==> config.mk <==
export PLATFORM = sky130hd
export DESIGN_NAME = route_seq_ctrl
export DESIGN_NICKNAME = d
export VERILOG_FILES = /design/src/rtl/route_seq_ctrl.sv
export SDC_FILE = /design/constraint.sdc
export NUM_CORES = 1
export LEC_CHECK = 0
export ABC_AREA = 1
export CAP_MARGIN = 10
export CORE_ASPECT_RATIO = 0.6
export CORE_MARGIN = 1
export CORE_UTILIZATION = 40
export CTS_BUF_LIST = sky130_fd_sc_hd__clkbuf_4
export DETAILED_ROUTE_END_ITERATION = 16
export PLACE_DENSITY = 0.7
export SYNTH_ARGS = -nofsm -noshare
export SYNTH_HDL_FRONTEND = slang
export SYNTH_SLANG_ARGS = --single-unit
==> constraint.sdc <==
create_clock -name clk -period 4.6 [get_ports clk]
set_clock_uncertainty 0.05 [all_clocks]
set_input_delay 0.46 -clock clk [delete_from_list [all_inputs] [get_ports clk]]
set_output_delay 0.46 -clock clk [all_outputs]
set_load 0.01 [all_outputs]
==> src/rtl/route_seq_ctrl.sv <==
// Sequencer for the route stage between the M1 matrix unit and the M2 sigmoid LUT.
// Runs M1 capture/LUT/writeback passes or GSRAM bypass passes; every output is registered.
module route_seq_ctrl #(
  parameter int NUM_WORDS = 10,
  parameter int LUT_LAT   = 2,
  parameter int ADDR_W    = 4
) (
  input  logic              clk,
  input  logic              rst_n,
  input  logic              start,
  input  logic              mode,
  input  logic              abort,
  output logic              Gate,
  output logic              RegLoadEn,
  output logic              RegLoadSel,
  output logic [ADDR_W-1:0] Addr,
  output logic              DataOutSel,
  output logic              sram_rd_en,
  output logic [ADDR_W-1:0] sram_addr,
  output logic              lut_start,
  output logic              busy,
  output logic              done
);

  localparam int                CNT_W    = $clog2(LUT_LAT + 1);
  localparam logic [ADDR_W-1:0] LAST_IDX = ADDR_W'(NUM_WORDS - 1);
  localparam logic [CNT_W-1:0]  LAT_CNT  = CNT_W'(LUT_LAT);

  typedef enum logic [2:0] {
    S_IDLE,
    S_LOAD,
    S_READ,
    S_WAIT,
    S_WB,
    S_SRAM,
    S_FLUSH,
    S_DONE
  } state_t;

  state_t            state_q, state_d;
  logic [ADDR_W-1:0] idx_q, idx_d;
  logic [CNT_W-1:0]  cnt_q, cnt_d;

  logic              gate_q, gate_d;
  logic              reg_load_en_q, reg_load_en_d;
  logic              reg_load_sel_q, reg_load_sel_d;
  logic [ADDR_W-1:0] addr_q, addr_d;
  logic              data_out_sel_q, data_out_sel_d;
  logic              sram_rd_en_q, sram_rd_en_d;
  logic [ADDR_W-1:0] sram_addr_q, sram_addr_d;
  logic              lut_start_q, lut_start_d;
  logic              busy_q, busy_d;
  logic              done_q, done_d;

  // Next-state logic; abort overrides every transition, including start.
  always_comb begin
    state_d = state_q;
    idx_d   = idx_q;
    cnt_d   = cnt_q;
    case (state_q)
      S_IDLE: begin
        idx_d = '0;
        cnt_d = '0;
        if (start) state_d = mode ? S_SRAM : S_LOAD;
      end
      S_LOAD:  state_d = S_READ;
      S_READ: begin
        state_d = S_WAIT;
        cnt_d   = LAT_CNT;
      end
      S_WAIT: begin
        if (cnt_q <= CNT_W'(1)) begin
          state_d = S_WB;
          cnt_d   = '0;
        end else begin
          cnt_d = cnt_q - CNT_W'(1);
        end
      end
      S_WB: begin
        if (idx_q == LAST_IDX) begin
          state_d = S_DONE;
        end else begin
          idx_d   = idx_q + ADDR_W'(1);
          state_d = S_READ;
        end
      end
      S_SRAM: begin
        if (idx_q == LAST_IDX) begin
          state_d = S_FLUSH;
          idx_d   = '0;
        end else begin
          idx_d = idx_q + ADDR_W'(1);
        end
      end
      S_FLUSH: state_d = S_DONE;
      S_DONE: begin
        state_d = S_IDLE;
        idx_d   = '0;
      end
      default: state_d = S_IDLE;
    endcase
    if (abort) begin
      state_d = S_IDLE;
      idx_d   = '0;
      cnt_d   = '0;
    end
  end

  // Outputs are decoded from the upcoming state so the registers line up with it.
  always_comb begin
    gate_d         = (state_d == S_LOAD) || (state_d == S_READ) || (state_d == S_WB);
    reg_load_en_d  = (state_d == S_LOAD) || (state_d == S_WB);
    reg_load_sel_d = (state_d == S_WB);
    addr_d         = '0;
    if ((state_d == S_READ) || (state_d == S_WAIT) || (state_d == S_WB)) addr_d = idx_d;
    data_out_sel_d = (state_d == S_SRAM) || (state_d == S_FLUSH);
    sram_rd_en_d   = (state_d == S_SRAM);
    sram_addr_d    = (state_d == S_SRAM) ? idx_d : '0;
    // GSRAM data arrives one cycle after the read strobe, so bypass lut_start trails it.
    lut_start_d    = !abort && (((state_q == S_READ) && (state_d == S_WAIT)) || sram_rd_en_q);
    busy_d         = (state_d != S_IDLE);
    done_d         = (state_d == S_DONE);
  end

  always_ff @(posedge clk or negedge rst_n) begin
    if (!rst_n) begin
      state_q        <= S_IDLE;
      idx_q          <= '0;
      cnt_q          <= '0;
      gate_q         <= 1'b0;
      reg_load_en_q  <= 1'b0;
      reg_load_sel_q <= 1'b0;
      addr_q         <= '0;
      data_out_sel_q <= 1'b0;
      sram_rd_en_q   <= 1'b0;
      sram_addr_q    <= '0;
      lut_start_q    <= 1'b0;
      busy_q         <= 1'b0;
      done_q         <= 1'b0;
    end else begin
      state_q        <= state_d;
      idx_q          <= idx_d;
      cnt_q          <= cnt_d;
      gate_q         <= gate_d;
      reg_load_en_q  <= reg_load_en_d;
      reg_load_sel_q <= reg_load_sel_d;
      addr_q         <= addr_d;
      data_out_sel_q <= data_out_sel_d;
      sram_rd_en_q   <= sram_rd_en_d;
      sram_addr_q    <= sram_addr_d;
      lut_start_q    <= lut_start_d;
      busy_q         <= busy_d;
      done_q         <= done_d;
    end
  end

  assign Gate       = gate_q;
  assign RegLoadEn  = reg_load_en_q;
  assign RegLoadSel = reg_load_sel_q;
  assign Addr       = addr_q;
  assign DataOutSel = data_out_sel_q;
  assign sram_rd_en = sram_rd_en_q;
  assign sram_addr  = sram_addr_q;
  assign lut_start  = lut_start_q;
  assign busy       = busy_q;
  assign done       = done_q;

endmodule
==> results of run 1 <==
==> flip-flops by register name, indices dropped and copies added, names as in the netlist <==
signal,flops
state_q,3
sram_addr,4
DataOutSel,1
done,1
lut_start,1
busy,1
Addr,4
idx_q,4
sram_rd_en,1
cnt_q,2
RegLoadSel,1
Gate,1
RegLoadEn,1
==> how the worst min path moves through the flow <==
stage / from / endpoint / slack (ns) / cells past startpoint
floorplan: rst_n / Addr[0] / 0.11 / 0
global placement: cnt_q[0] / cnt_q[0] / 0.43 / 1
detailed placement: cnt_q[0] / cnt_q[0] / 0.44 / 1
CTS: cnt_q[0] / cnt_q[0] / 0.46 / 1
global route: cnt_q[0] / cnt_q[0] / 0.48 / 1
finish: cnt_q[0] / cnt_q[0] / 0.46 / 1
==> cell type report <==
cell class,count,area share
Sequential cell,25,0.4149
Multi-Input combinational cell,88,0.3402
Timing Repair Buffer,20,0.1328
Inverter,23,0.05726
Tap cell,42,0.03485
Clock buffer,4,0.01992
==> cell usage in the layout, fill, tap and decap left out <==
cell type | synthesis | layout
nor2_4 | 4 | 4
nand4_1 | 2 | 2
nand2_1 | 19 | 19
clkdlybuf4s50_1 | 0 | 20
nand3_1 | 15 | 15
inv_2 | 3 | 3
o21ai_0 | 7 | 7
o22ai_1 | 1 | 1
ha_1 | 3 | 3
xor2_1 | 1 | 1
a21oi_2 | 1 | 1
nand3_2 | 3 | 3
nor2_2 | 7 | 7
nand2_2 | 2 | 2
inv_1 | 20 | 20
nor3_1 | 2 | 2
dfrtp_1 | 25 | 25
nor2_1 | 14 | 14
o41ai_1 | 1 | 1
nand2_4 | 4 | 4
a21oi_1 | 2 | 2
clkbuf_4 | 0 | 4
==> worst register-to-register path, stage by stage (launching register included) <==
cell     delay (ns)
dfrtp_1        0.42
inv_1          0.08
ha_1           0.17
nand3_1        0.20
ha_1           0.34
o21ai_0        0.08
o21ai_0        0.46
nor2_1         0.11
==> per-stage QoR <==
step | area [um2] | util | worst slack, ns | std cells | power [W]
3_3_place_gp | 1478 | 0.5113 | 2.572 | 198 | 0.0004809
4_1_cts | 1508 | 0.5216 | 2.566 | 202 | 0.0005877
6_report | 1508 | 0.5216 | 2.576 | 202 | 0.0005858
2_1_floorplan | 1232 | - | 2.945 | 137 | 0.0004175
5_1_grt | 1508 | 0.5216 | 2.451 | 202 | 0.0006232
3_5_place_dp | 1478 | 0.5113 | 2.488 | 198 | 0.0004861
==> routing by layer <==
layer,vias to the layer above,GRT usage
met5,-,0
met4,0,0.04231
met3,0,0.06920
met2,30,0.2550
met1,484,0.2238
li1,478,-
==> power by group through the flow <==
| stage | clock, W | sequential, W | combinational, W |
|---|---|---|---|
| CTS | 0.000105 | 0.000271 | 0.000212 |
| global placement | 0 | 0.000275 | 0.000206 |
| global route | 0.000113 | 0.000275 | 0.000236 |
| detailed placement | 0 | 0.000276 | 0.000210 |
| finish | 0.000103 | 0.000271 | 0.000212 |
| floorplan | 0 | 0.000274 | 0.000143 |
==> kinds of logic after synthesis <==
family | after synthesis
and+or+nand+nor | 72
DFF | 25
buffers and inverters | 24
AOI/OAI and AO/OA | 12
adders and majority gates | 3
xor gates and xnor gates | 1
==> impl_metrics.py, run 1 <==
metrics = {
    "worst_setup_path": {
        "endpoint": "sram_addr[0]",
        "cp_top_family": "compound AO/OA/AOI/OAI gates",
        "ff2ff_setup_slack_ns": 2.58,
        "cpPeakStageDelay_ns": 0.46,
        "critPathCaptureType": "register",
        "critical_path_buf_inv_count": 1,
        "startpoint": "idx_q[1]",
        "worstSetupPathDepth": 7,
        "critPathKind": "register to register",
        "rr_startpoint": "idx_q[1]",
        "worstPathCellList": "inv_1 -> ha_1 -> nand3_1 -> ha_1 -> o21ai_0 -> o21ai_0 -> nor2_1",
        "r2r.worst_path.cells": 7,
        "cp.required_ns": 4.74,
        "r2r_end": "sram_addr[0]",
        "worst-path-max-fanout": 6,
        "crit_path_top_delay_cell": "o21ai_0",
        "cp.arrival_ns": 2.17,
        "worstSetupStartpointType": "register",
    },
    "pwr": {
        "switching_power_w": 0.0002188,
        "share_seq_of_total_power": 0.462,
        "clockPowerShare": 0.176,
        "internal_power_w": 0.0003670,
        "ir_worst_vdd_mv": 0.1472,
        "p_per_area_mw_per_mm2": 388.5,
        "leakagePower_nw": 0.7430,
        "switching_share": 0.3735,
        "comb_power_share": 0.363,
    },
    "logic_synthesis": {
        "synth-simple-area-share": 0.3228,
        "synthTopCellsByArea": "dfrtp_1 (51%), inv_1 (6.1%), nand3_1 (6.1%)",
        "syn_avg_cell_area_um2": 8.996,
        "synthAdderAreaFrac": 0.03046,
        "yosys_warnings": 0,
        "yosysUniqueCellTypes": 21,
        "netlist_area_mm2": 0.001232,
        "synth_edf_count": 0,
        "synth_top_family_by_area": "simple AND/OR/NAND/NOR gates",
        "ys_seq_area_frac": 0.5076,
        "yosysTopAreaCellShare": 0.5076,
        "synth_cells": 137,
        "synthesis.nets": 145,
        "async_reset_ff_frac": 1.000,
        "ys_top_cells_by_count": "dfrtp_1 (25), inv_1 (20), nand2_1 (19)",
        "synthXorXnorAreaFrac": 0.007107,
        "ys_ff_latch": 25,
        "synth_compound_area_frac": 0.05584,
        "synthMuxAreaShare": 0,
        "synth-main-ff-cell": "dfrtp_1",
        "yosysTopAreaCell": "dfrtp_1",
        "synth_most_common_cell": "dfrtp_1",
    },
    "timing": {
        "hold_slack_ns": 0.4602,
        "setup_viol": 0,
        "post-route-min-period_ns": 2.024,
        "max_freq_mhz": 494.0,
        "finalHoldViolCount": 0,
        "rsz0062_at_grt": "no",
        "timing.setup.tns_ns": 0,
        "worstMarginPinSlew_ns": 1.079,
        "slew_headroom": 0.2784,
        "period_share": 0.4400,
        "slew_viol_final": 0,
    },
    "floorplanning": {
        "start_util": 0.4264,
        "die_h_um": 45.00,
        "die_x_um": 73.66,
        "pin_count": 21,
        "rows": 15,
        "dieArea_mm2": 0.003314,
        "core-area_mm2": 0.002890,
    },
    "place": {
        "io_buffers": 20,
        "dp.final_hpwl_mm": 1.957,
        "gp_congestion": 0.8548,
    },
    "global_route": {
        "antenna_found_initial": 0,
        "grt_max_degree": 26,
        "grt_usage": 0.1677,
        "grt_first_pass_wirelength_mm": 4.029,
        "overflow": 0,
        "grt_pass1_vias": 956,
    },
    "route": {
        "drtPass1Iterations": 4,
        "wl_met1_mm": 1.265,
        "antenna_left": 0,
        "drt_iter0_drc": 32,
        "viasPerCell": 4.911,
        "post-route-drc-count": 0,
        "vias": 992,
        "dr_wl_met2_mm": 1.133,
        "wl_met3_um": 151,
        "wl_mm": 2.550,
        "avgRoutedWirePerCell_um": 12.62,
        "top_layer": "met3",
    },
    "hold_path": {
        "hp-class": "register to register",
    },
    "cells_and_area": {
        "area_growth_pct": 22.34,
        "antenna-diode-count": 0,
        "nFillCells": 278,
        "multiInputGateArea_um2": 513.0,
        "register_area_um2": 625.6,
        "drive_gt1_frac": 0.1750,
        "layout.nets": 169,
    },
    "clock_tree": {
        "cts_buffers": 3,
        "cts.sinks": 25,
        "cts_setup_buffers": 0,
        "ctsLongestPathBuffers": 2,
        "clk_pin_slew_ns": 0.13,
        "cts_tree": "yes",
        "cts_resized": 0,
        "cts_root_buf": "clkbuf_4",
        "cts_hold_buf": 0,
        "htreeDepth": 1,
        "clkLatencyLatePin_ns": 0.32,
    },
    "run": {
        "drv_cap": 0,
    },
    "status": {
        "outcome": "completed",
    },
}
(Power assumes the default switching activity.)
==> run 2: changes to the inputs <==
--- a/config.mk
+++ b/config.mk
@@ -12,7 +12,7 @@
 export CORE_UTILIZATION = 40
 export CTS_BUF_LIST = sky130_fd_sc_hd__clkbuf_4
 export DETAILED_ROUTE_END_ITERATION = 16
-export PLACE_DENSITY = 0.7
+export PLACE_DENSITY = 0.72
 export SYNTH_ARGS = -nofsm -noshare
 export SYNTH_HDL_FRONTEND = slang
 export SYNTH_SLANG_ARGS = --single-unit
==> constraint.sdc (replaced) <==
create_clock -name clk -period 1.75 [get_ports clk]
set_clock_uncertainty 0.05 [all_clocks]
set_input_delay 0.175 -clock clk [delete_from_list [all_inputs] [get_ports clk]]
set_output_delay 0.175 -clock clk [all_outputs]
set_load 0.01 [all_outputs]
==> run 2 against run 1 <==
  * Count of clock-buffer cells in the layout did not move
  * Highest routed layer is now met4
  * Routed wire length fell by 3.4%
  * Final area rose by 5.4%
  * Cell count rose by 3.5%
  * Worst hold slack got worse by 0.31 ns
  * Utilization rose by 2.8 points
  * Non-clock buffer count rose by 7
  * Fmax rose by 21%
  * Critical path type unchanged
  * Sequential share of layout area fell by 2.1 points
  * Die area did not move
==> impl_metrics.py, run 2 (same netlist as run 1, synthesis figures left out) <==
metrics = {
    "status": {
        "outcome": "completed",
    },
    "pwr": {
        "ir_worst_vdd_mv": 0.4454,
        "p_per_area_mw_per_mm2": 977.5,
        "leakagePower_nw": 0.7875,
        "finalPower_w": 0.001553,
    },
    "run": {
        "drv_cap": 0,
    },
    "worst_setup_path": {
        "r2r_end": "Addr[0]",
        "ff2ff_setup_slack_ns": 0.08,
        "r2r.worst_path.cells": 11,
        "critPathKind": "register to register",
        "rr_startpoint": "idx_q[1]",
        "cp.arrival_ns": 1.87,
        "worst-path-max-fanout": 6,
        "worstSetupStartpointType": "register",
        "critPathCaptureType": "register",
        "cp.required_ns": 1.95,
    },
    "cells_and_area": {
        "antenna-diode-count": 0,
        "drive_gt1_frac": 0.2635,
        "layout.nets": 176,
        "layout_common_cells": "dfrtp_1 (25), clkdlybuf4s50_1 (20), nand2_1 (19)",
        "area_growth_pct": 28.93,
        "nFillCells": 279,
        "fin_cells": 209,
        "final_common_cell": "dfrtp_1",
    },
    "clock_tree": {
        "cts_root_buf": "clkbuf_4",
        "cts_tree": "yes",
        "cts_hold_buf": 0,
        "cts_buffers": 3,
        "cts.sinks": 25,
        "clk_pin_slew_ns": 0.13,
        "clkLatencyLatePin_ns": 0.32,
        "htreeDepth": 1,
        "ctsLongestPathBuffers": 2,
    },
    "place": {
        "dpl.cell_count": 203,
        "gp_congestion": 0.8405,
        "io_buffers": 20,
        "dp.final_hpwl_mm": 1.891,
    },
    "route": {
        "wl_mm": 2.463,
        "avgRoutedWirePerCell_um": 11.78,
        "drt_iter0_drc": 66,
        "vias": 1016,
        "post-route-drc-count": 0,
        "drtPass1Iterations": 4,
        "antenna_left": 0,
        "viasPerCell": 4.861,
    },
    "timing": {
        "worstMarginPinSlew_ns": 0.3537,
        "post-route-min-period_ns": 1.667,
        "setup_viol": 0,
        "slew_headroom": 0.7642,
        "slew_viol_final": 0,
        "finalHoldViolCount": 0,
        "period_share": 0.9527,
        "timing.setup.tns_ns": 0,
        "hold_slack_ns": 0.1517,
        "rsz0062_at_grt": "yes",
        "max_freq_mhz": 599.8,
    },
    "floorplanning": {
        "pin_count": 21,
        "die_x_um": 73.66,
        "rows": 15,
        "core-area_mm2": 0.002890,
        "dieArea_mm2": 0.003314,
        "start_util": 0.4264,
        "die_h_um": 45.00,
    },
    "global_route": {
        "use_met1": 0.2432,
        "grt_usage": 0.1659,
        "grt_first_pass_wirelength_mm": 3.974,
        "overflow": 0,
        "grtUsageMet2": 0.2257,
        "grt.busiest_layer": "met1",
        "antenna_found_initial": 0,
        "grt_max_degree": 26,
        "globalRouteMet3Util": 0.05804,
        "grt_pass1_vias": 888,
    },
    "hold_path": {
        "hp-class": "primary input to asynchronous set/reset pin",
    },
}
==> run 2: power by group <==
part           switching, W  total, W  internal (W)
registers         0.0000671  0.000714      0.000647
logic              0.000350  0.000577      0.000228
clock network      0.000157  0.000262      0.000105
==> run 2: worst max path at each step <==
stage	startpoint	end	slack (ns)	depth (start not counted)
floorplan	idx_q[1]	sram_addr[0]	0.09	7
global placement	idx_q[1]	Addr[1]	0.12	11
detailed placement	idx_q[1]	Addr[0]	0.04	11
CTS	idx_q[1]	Addr[0]	0.02	11
global route	idx_q[1]	Addr[0]	-0.006	11
finish	idx_q[1]	Addr[0]	0.08	11
==> run 2: per-layer routing <==
| layer | vias up | wire (um) |
|---|---|---|
| met1 | 482 | 1183 |
| met5 | - | 0 |
| met4 | 0 | 39 |
| met2 | 33 | 1075 |
| li1 | 494 | - |
| met3 | 7 | 165 |
==> run 2: cell type report <==
class,instances,area [um2],share of cell area
flip-flops and latches,25,625.6,0.3937
well taps,42,52.55,0.03307
inverters,23,86.33,0.05433
clock buffers,4,30.03,0.01890
repair buffers,27,256.5,0.1614
multi-input cells,88,538.0,0.3386
==> run 2: repair_timing <==
item                                    CTS  global route
endpoints found under the hold margin     0             0
endpoints found under the setup margin    0            14
buffers inserted                          0             2
resized for setup                         0            12
==> run 2: worst max-delay path, stage by stage, from the launching register on <==
cell     delay, ns
dfrtp_1       0.42
inv_2         0.07
ha_2          0.18
nand3_2       0.09
buf_6         0.14
nand3_1       0.08
nand3_2       0.10
nand2_4       0.13
nand2_4       0.07
nor2_4        0.14
nor2_4        0.06
nor2_2        0.08
==> run 2: metrics by stage <==
stage / utilization / worst slack, ns / cell area [um2]
floorplan: - / 0.09456 / 1232
global placement: 0.5242 / 0.1178 / 1515
detailed placement: 0.5242 / 0.04456 / 1515
CTS: 0.5346 / 0.01611 / 1545
global route: 0.5498 / -0.005512 / 1589
finish: 0.5498 / 0.08280 / 1589
==> run 3: changes to the inputs <==
--- a/config.mk
+++ b/config.mk
@@ -7,12 +7,14 @@
 export LEC_CHECK = 0
 export ABC_AREA = 1
 export CAP_MARGIN = 10
+export CELL_PAD_IN_SITES_DETAIL_PLACEMENT = 0
+export CELL_PAD_IN_SITES_GLOBAL_PLACEMENT = 1
 export CORE_ASPECT_RATIO = 0.6
 export CORE_MARGIN = 1
-export CORE_UTILIZATION = 40
+export CORE_UTILIZATION = 37
 export CTS_BUF_LIST = sky130_fd_sc_hd__clkbuf_4
 export DETAILED_ROUTE_END_ITERATION = 16
-export PLACE_DENSITY = 0.72
+export PLACE_DENSITY = 0.84
 export SYNTH_ARGS = -nofsm -noshare
 export SYNTH_HDL_FRONTEND = slang
 export SYNTH_SLANG_ARGS = --single-unit
==> run 3 against run 2 <==
  * First-iteration DRC count shrank 18%
  * Sequential cell count unchanged
  * Clock power increased by 2%
  * Fmax up 1.4%
  * Sequential power about the same
  * Worst hold slack lost 0.0043 ns
  * Count of clock-buffer cells in the layout is 1 lower
  * Critical endpoint unchanged
  * Total power rose by 2.4%
  * Largest power group unchanged
  * Global-route usage rose by 0.12 points
  * Sequential share of layout area down 0.41 points
  * Cell count fell by 0.48%
  * Critical path depth did not move
==> impl_metrics.py, run 3 (same netlist as run 1, synthesis figures left out) <==
metrics = {
    "clock_tree": {
        "cts_hold_buf": 0,
        "cts_tree": "yes",
        "ctsLongestPathBuffers": 2,
        "cts_root_buf": "clkbuf_4",
        "clkLatencyLatePin_ns": 0.32,
        "cts.sinks": 25,
        "cts_buffers": 3,
        "htreeDepth": 1,
        "clk_pin_slew_ns": 0.14,
    },
    "worst_setup_path": {
        "critPathCaptureType": "register",
        "critical_path_buf_inv_count": 1,
        "worst-path-max-fanout": 6,
        "crit_path_top_delay_cell": "dfrtp_1",
        "cpPeakStageDelay_ns": 0.43,
        "timing.critical_path.mode_cell": "nor2_4",
        "worstSetupStartpointType": "register",
        "worstPathCellList": "inv_2 -> ha_4 -> nand2_2 -> nor2_4 -> nand3_2 -> nand3_2 -> nand2_4 -> nand2_4 -> nor2_4 -> nor2_4 -> nor2_2",
        "worstSetupPathDepth": 11,
        "cp_top_family": "simple AND/OR/NAND/NOR gates",
        "cp.required_ns": 1.93,
        "critPathKind": "register to register",
        "cp.arrival_ns": 1.82,
        "r2r.worst_path.cells": 11,
    },
    "timing": {
        "slew_viol_final": 0,
        "worstMarginPinSlew_ns": 0.3078,
        "max_freq_mhz": 608.3,
        "period_share": 0.9394,
        "finalHoldViolCount": 0,
        "post-route-min-period_ns": 1.644,
        "setup_viol": 0,
        "timing.setup.tns_ns": 0,
        "slew_headroom": 0.7921,
    },
    "floorplanning": {
        "start_util": 0.4079,
        "die_x_um": 76.51,
        "dieArea_mm2": 0.003573,
        "core-area_mm2": 0.003022,
        "pin_count": 21,
        "die_h_um": 46.71,
        "rows": 15,
    },
    "route": {
        "wl_mm": 2.591,
        "post-route-drc-count": 0,
        "drt_iter0_drc": 54,
        "avgRoutedWirePerCell_um": 12.46,
        "viasPerCell": 4.606,
        "drtPass1Iterations": 3,
        "antenna_left": 0,
        "vias": 958,
    },
    "run": {
        "drv_cap": 0,
    },
    "hold_path": {
        "hp-class": "primary input to asynchronous set/reset pin",
    },
    "place": {
        "dp.final_hpwl_mm": 1.989,
        "gp_congestion": 0.8026,
        "io_buffers": 20,
        "dpl.cell_count": 203,
    },
    "pwr": {
        "clockPowerShare": 0.167,
        "leakagePower_nw": 0.7765,
        "internal_power_w": 0.0009797,
        "share_seq_of_total_power": 0.447,
        "ir_worst_vdd_mv": 0.4666,
        "switching_share": 0.3842,
        "p_per_area_mw_per_mm2": 988.7,
        "switching_power_w": 0.0006112,
        "comb_power_share": 0.386,
    },
    "global_route": {
        "antenna_found_initial": 0,
        "overflow": 0,
        "grt_first_pass_wirelength_mm": 4.436,
        "grt_usage": 0.1671,
        "grt_pass1_vias": 984,
        "grt_max_degree": 26,
    },
    "cells_and_area": {
        "area_growth_pct": 30.56,
        "drive_gt1_frac": 0.2711,
        "fin_cells": 208,
        "layout_common_cells": "dfrtp_1 (24), clkdlybuf4s50_1 (20), inv_1 (18), nand2_1 (18), nand3_1 (12)",
        "final_common_cell": "dfrtp_1",
        "antenna-diode-count": 0,
        "layout.nets": 175,
    },
    "status": {
        "outcome": "completed",
    },
}
[run 3: final timing paths]
kind                           from         end  slack, ns
max in group asynchronous     rst_n  state_q[0]       1.23
hold reg to reg            cnt_q[0]    cnt_q[0]       0.47
setup reg to reg           idx_q[1]     Addr[0]       0.11
min in group clk           cnt_q[0]    cnt_q[0]       0.47
hold / removal                rst_n    idx_q[2]       0.15
setup / recovery           idx_q[1]     Addr[0]       0.11
[run 3: final cells by class]
type	instances	area, um2
multi-input combinational	88	568.0
clock buffer	3	22.52
sequential	25	626.9
fill	292	1413
tap	42	52.55
clock inverter	1	7.507
timing repair buffer	26	245.2
inverter	23	86.33
[run 3: what timing repair did]
item,CTS,global route
setup buffers,0,1
setup endpoints to repair,6,14
hold endpoints to repair,0,0
gates resized for setup,2,14
pin swaps,0,8
[run 3: layer usage]
metal | wire length [um] | track usage
met5 | 0 | 0
met4 | 0 | 0.03462
met3 | 97 | 0.05149
met2 | 1179 | 0.2793
met1 | 1315 | 0.2203
[run 3: through the flow]
step | hold WS, ns | worst slack, ns | total power, W | area, um2 | util
5_1_grt | 0.1734 | -0.001786 | 0.001712 | 1609 | 0.5325
3_3_place_gp | 0.4185 | 0.003480 | 0.001287 | 1515 | 0.5014
3_5_place_dp | 0.4503 | -0.09587 | 0.001301 | 1515 | 0.5014
6_report | 0.1474 | 0.1061 | 0.001591 | 1609 | 0.5325
2_1_floorplan | -0.1706 | 0.09456 | 0.001098 | 1232 | -
4_1_cts | 0.1522 | 0.05112 | 0.001574 | 1550 | 0.5130
[run 3: power by group through the flow]
stage / logic, W / registers (W) / clock network (W)
3_5_place_dp: 0.000584 / 0.000716 / 0
3_3_place_gp: 0.000575 / 0.000712 / 0
4_1_cts: 0.000588 / 0.000705 / 0.000280
6_report: 0.000614 / 0.000711 / 0.000266
5_1_grt: 0.000688 / 0.000725 / 0.000298
2_1_floorplan: 0.000377 / 0.000721 / 0
